$ cat config.mk
export PLATFORM = sky130hd
export DESIGN_NAME = uart_tx_arbiter
export DESIGN_NICKNAME = d
export VERILOG_FILES = /design/src/rtl/uart_pkg.sv /design/src/rtl/rr_pick.sv /design/src/rtl/uart_tx_arbiter.sv
export SDC_FILE = /design/constraint.sdc
export NUM_CORES = 1
export LEC_CHECK = 0
export CAP_MARGIN = 20
export CORE_UTILIZATION = 45
export CTS_CLUSTER_SIZE = 20
export DETAILED_ROUTE_END_ITERATION = 10
export PLACE_DENSITY = 0.81
export SYNTH_ARGS = -nofsm -noshare
export SYNTH_HDL_FRONTEND = slang
export SYNTH_SLANG_ARGS = --single-unit
$ cat constraint.sdc
create_clock -name clk -period 4.2 [get_ports clk]
set_input_delay 0.84 -clock clk [delete_from_list [all_inputs] [get_ports clk]]
set_output_delay 0.84 -clock clk [all_outputs]
set_load 0.005 [all_outputs]
$ cat src/rtl/uart_pkg.sv
// Shared types and defaults for the UART transmit path.
package uart_pkg;

    // Arbiter FSM encoding; values are fixed so they read the same in any waveform viewer.
    typedef enum logic [1:0] {
        IDLE      = 2'd0,
        START     = 2'd1,
        WAIT_BUSY = 2'd2,
        WAIT_DONE = 2'd3
    } tx_state_t;

    // Byte width used by producers and the transmitter unless overridden.
    localparam int DEFAULT_W = 8;

endpackage

$ cat src/rtl/rr_pick.sv
// Combinational round-robin picker: first requester after the last grant, wrapping.
module rr_pick
    import uart_pkg::*;
#(
    parameter int N  = 4,
    parameter int IW = $clog2(N)
) (
    input  logic [N-1:0]  i_req,
    input  logic [IW-1:0] i_last,
    output logic [N-1:0]  o_grant,
    output logic [IW-1:0] o_index,
    output logic          o_any
);

    logic [IW-1:0] w_pos;

    // Walk forward from the slot after i_last and stop at the first active request.
    always_comb begin
        o_grant = '0;
        o_index = i_last;
        o_any   = 1'b0;
        w_pos   = '0;
        for (int k = 1; k <= N; k++) begin
            w_pos = IW'((int'(i_last) + k) % N);
            if (!o_any && i_req[w_pos]) begin
                o_any          = 1'b1;
                o_index        = w_pos;
                o_grant[w_pos] = 1'b1;
            end
        end
    end

endmodule

$ cat src/rtl/uart_tx_arbiter.sv
// Round-robin sharing of one UART transmitter between N byte producers.
module uart_tx_arbiter
    import uart_pkg::*;
#(
    parameter int N            = 4,
    parameter int W            = DEFAULT_W,
    parameter int BUSY_TIMEOUT = 4
) (
    input  logic                 clk,
    input  logic                 rst,
    input  logic [N-1:0]         req_valid,
    input  logic [N*W-1:0]       req_data,
    output logic [N-1:0]         req_ready,
    output logic [W-1:0]         tx_data,
    output logic                 tx_start,
    input  logic                 tx_busy,
    output logic [$clog2(N)-1:0] grant_id,
    output logic                 err_timeout
);

    localparam int IW = $clog2(N);
    localparam int CW = $clog2(BUSY_TIMEOUT + 1);
    localparam logic [IW-1:0] LAST_IDX = IW'(N - 1);
    localparam logic [CW-1:0] CNT_LAST = CW'(BUSY_TIMEOUT - 1);

    tx_state_t     r_state;
    tx_state_t     w_nextState;
    logic [W-1:0]  r_txData;
    logic [IW-1:0] r_grantId;
    logic          r_txStart;
    logic [CW-1:0] r_busyCnt;
    logic          r_errTimeout;

    logic [N-1:0]  w_grant;
    logic [IW-1:0] w_pickIdx;
    logic          w_any;
    logic          w_handshake;
    logic [W-1:0]  w_reqBytes [N];

    rr_pick #(
        .N  (N),
        .IW (IW)
    ) u_pick (
        .i_req   (req_valid),
        .i_last  (r_grantId),
        .o_grant (w_grant),
        .o_index (w_pickIdx),
        .o_any   (w_any)
    );

    // A grant only happens in IDLE while the transmitter is quiet, so a frame still draining after reset is never overrun.
    assign w_handshake = (r_state == IDLE) && w_any && !tx_busy;

    // Split the flat data bus into one byte per requester.
    always_comb begin
        for (int i = 0; i < N; i++) begin
            w_reqBytes[i] = req_data[i*W +: W];
        end
    end

    // State register; reset drops straight back to IDLE without touching the transmitter.
    always_ff @(posedge clk) begin
        if (rst) begin
            r_state <= IDLE;
        end else begin
            r_state <= w_nextState;
        end
    end

    // Next-state logic: grant, pulse start, wait for busy to rise (bounded), then wait for it to fall.
    always_comb begin
        w_nextState = r_state;
        case (r_state)
            IDLE: begin
                if (w_handshake) begin
                    w_nextState = START;
                end
            end
            START: begin
                w_nextState = WAIT_BUSY;
            end
            WAIT_BUSY: begin
                if (tx_busy) begin
                    w_nextState = WAIT_DONE;
                end else if (r_busyCnt >= CNT_LAST) begin
                    w_nextState = IDLE;
                end
            end
            WAIT_DONE: begin
                if (!tx_busy) begin
                    w_nextState = IDLE;
                end
            end
            default: begin
                w_nextState = IDLE;
            end
        endcase
    end

    // Output logic: the one-hot ready is only ever driven during the IDLE handshake cycle.
    always_comb begin
        req_ready = '0;
        if (w_handshake) begin
            req_ready = w_grant;
        end
    end

    // Datapath: latch byte and index on handshake, one-cycle start pulse, busy-rise timer counted from the tx_start cycle, sticky timeout flag.
    always_ff @(posedge clk) begin
        if (rst) begin
            r_txData     <= '0;
            r_grantId    <= LAST_IDX;
            r_txStart    <= 1'b0;
            r_busyCnt    <= '0;
            r_errTimeout <= 1'b0;
        end else begin
            r_txStart <= w_handshake;
            if (w_handshake) begin
                r_txData  <= w_reqBytes[w_pickIdx];
                r_grantId <= w_pickIdx;
            end
            if (r_state == START) begin
                r_busyCnt <= CW'(1);
            end else if (r_state == WAIT_BUSY) begin
                r_busyCnt <= r_busyCnt + CW'(1);
            end
            if ((r_state == WAIT_BUSY) && !tx_busy && (r_busyCnt >= CNT_LAST)) begin
                r_errTimeout <= 1'b1;
            end
        end
    end

    assign tx_data     = r_txData;
    assign tx_start    = r_txStart;
    assign grant_id    = r_grantId;
    assign err_timeout = r_errTimeout;

endmodule

==> results.cfg <==
[die]
core_area_sq_um = 3080
top_level_ports = 55
die-width_microns = 59.2
die_h_microns = 59.2
floorplan.rows = 20
start_util = 0.478
die_area_sq_um = 3510

[timing]
fmax_mhz = 247
slew-limit-headroom = 0.537
finalCriticalPeriod_ns = 4.05
rsz0062_at_grt = no
setup_viol = 0
timing.hold.ws_ns = 0.476
timing.setup.tns_ns = 0
fin_crit_sh = 0.964
fin_skew_ns = 0.00101
hold_violations = 0
worst_pin_slew_ns = 0.694
maxSlewViolCount = 0

[synthesis]
synth.area.top_cells = dfxtp_1 23%, ha_1 13%, mux2i_1 12%
synth_edf_count = 0
synth_top_area_frac = 0.231
ys_types = 42
synth_nets = 205
yosys_warnings = 0
syn_avg_cell_area_sq_um = 9.75
synth-seq-cells = 17
yosys-top-cells-count = 18 x nor2_1, 17 x dfxtp_1, 17 x mux2i_1
syn_area_sq_um = 1470
ys_dominant_reg_cell = dfxtp_1
syn-instance-count = 151
async_reset_ff_frac = 0
yosys.area.top_type = dfxtp_1
yosysMostFrequentCell = nor2_1
yosysSeqAreaShare = 0.231

[finish]
fin_area_sq_um = 2060
insertedDiodeCount = 0
area_growth_pct = 39.7
drive_above_1_share = 0.113
layout.nets = 259
fill_cells = 270

[cts]
cts_tree = done
insertion_delay_ns = 0.30
clkTransAtPathRegs_ns = 0.10
htree_levels = 1
cts_root_buf = clkbuf_4
cts_buffers = 3
cts_sinks = 17
cts_setup_buffers = 0
clock_path_buffers = 2

[run]
drv_cap = 0

[setup_path]
crit_path_end_kind = output port
regToRegSetupSlack_ns = 1.10
worstReg2RegEnd = tx_data[0]$_SDFFE_PP0P_
worst-path-stages = 8
required_ns = 3.36
cp-startpoint = req_valid[1]
cp-start-kind = input port
critPathKind = in -> out
crit_fanout = 9
arrival_ns = 3.21
slowest_stage = mux4_2
worstReg2RegStart = grant_id[1]$_SDFFE_PP1P_
path_cells = clkdlybuf4s50_1 -> mux4_2 -> nor2b_4 -> a22oi_1 -> nor2_1 -> a221oi_1 -> nor2_1 -> clkdlybuf4s50_1
r2r_cells = 7
crit_buf_inv = 2
cp-endpoint = req_ready[0]
cpLargestDelayFamily = buffers and inverters
critPathMaxStageDelay_ns = 0.62

[detailed_routing]
drc = 0
drt_iter0_markers = 33
drtAntennaViolNets = 0
routedWlPerCell_microns = 15.4
drt_wl_total_microns = 3810
viasPerCell = 5.55
first_pass_iters = 4
dr_total_vias = 1376

[outcome]
outcome = finished clean

[grt]
grt_pass1_wl_microns = 5910
antenna_found_initial = 0
grt-ovfl-total = 0
grt_pass1_vias = 1343
grt_max_degree = 17
grt_usage = 0.222

[pwr]
vdd_drop_max_mv = 0.180
p_leak_nw = 0.792
power.density_nw_per_um2 = 366

[hold_path]
hold_path_class = reg -> reg

[placement]
place_hpwl_microns = 2990
place.gp.congestion = 0.782
place_area_sq_um = 2020
portBuffers = 54
[where the power goes]
group	total, mW	switching (mW)	internal, mW
sequential	0.220	0.0292	0.191
clock	0.0898	0.0542	0.0355
combinational	0.443	0.212	0.231
[worst reg2reg max path: cells and delay by family, from the launching register on]
kind            cells  cell delay, ns
compound gates      2            0.52
fa+ha+maj           1            0.44
buf+inv             1            0.25
flops               1            0.60
mux                 1            0.47
simple gates        2            0.69
[cell families (layout without fill, tap and decap cells)]
logic type      Yosys count  after routing  synth area share
compound gates           37             37             0.236
fa+ha+maj                15             15             0.127
mux                      20             20             0.164
xor+xnor                  1              1            0.0187
simple gates             49             49             0.172
buf+inv                  12             65            0.0501
flops                    17             17             0.231
[stage by stage]
stage / total power [mW] / setup slack [ns] / instances / utilization
2_1_floorplan: 0.540 / 1.33 / 151 / -
3_3_place_gp: 0.645 / 0.249 / 244 / 0.658
3_5_place_dp: 0.668 / 0.108 / 244 / 0.658
4_1_cts: 0.758 / 0.104 / 248 / 0.667
5_1_grt: 0.808 / 0.0470 / 248 / 0.668
6_report: 0.753 / 0.149 / 248 / 0.668
[area by class of cell]
class	instances	area, sq um	share of cell area
multi-input cells	122	1060	0.516
repair buffers	55	548	0.266
flip-flops and latches	17	342	0.166
well taps	44	55.1	0.0268
clock buffers	3	22.5	0.0109
inverters	6	22.5	0.0109
clock inverters	1	5.00	0.00243
[routing by layer]
layer	GRT usage	share of wire	up-vias
met4	0.0714	0.011	0
met2	0.432	0.53	50
met3	0.0546	0.073	6
li1	-	-	678
met1	0.228	0.39	642
met5	0	0	-
[flip-flops by register name, indices dropped and copies added (netlist names)]
| register | flops |
|---|---|
| err_timeout | 1 |
| grant_id | 2 |
| r_busyCnt | 3 |
| r_state | 2 |
| tx_data | 8 |
| tx_start | 1 |
[how the worst min path moves through the flow]
stage	to	slack, ns	cells past startpoint	from
after floorplan	tx_data[0]$_SDFFE_PP0P_	0.46	2	tx_data[0]$_SDFFE_PP0P_
after global placement	tx_data[2]$_SDFFE_PP0P_	0.44	2	tx_data[2]$_SDFFE_PP0P_
after detailed placement	tx_data[3]$_SDFFE_PP0P_	0.45	2	tx_data[3]$_SDFFE_PP0P_
after CTS	tx_data[3]$_SDFFE_PP0P_	0.48	2	tx_data[3]$_SDFFE_PP0P_
after global routing	tx_data[5]$_SDFFE_PP0P_	0.50	2	tx_data[5]$_SDFFE_PP0P_
final	tx_data[3]$_SDFFE_PP0P_	0.48	2	tx_data[3]$_SDFFE_PP0P_
[what timing repair did]
action | CTS | global route
endpoints found under the setup margin | 0 | 4
hold buffers | 0 | 0
gates resized for setup | 0 | 2
endpoints found under the hold margin | 0 | 0
[cells in the final DEF, fill, tap and decap left out, types with 2 or more instances in the layout]
| cell | instances |
|---|---|
| a211oi_1 | 3 |
| o221ai_2 | 8 |
| inv_1 | 6 |
| nor2_1 | 18 |
| nand2_1 | 11 |
| mux4_2 | 2 |
| nor2b_1 | 3 |
| o21ai_0 | 3 |
| a22oi_1 | 5 |
| mux2i_1 | 17 |
| clkdlybuf4s50_1 | 54 |
| a31oi_1 | 3 |
| a21oi_1 | 2 |
| dfxtp_1 | 16 |
| nor3b_1 | 2 |
| ha_1 | 15 |
| nand2b_1 | 2 |
| nor3_1 | 5 |
| a221oi_1 | 4 |
| clkbuf_4 | 3 |
Note: power is estimated with default switching activity, not from simulation.
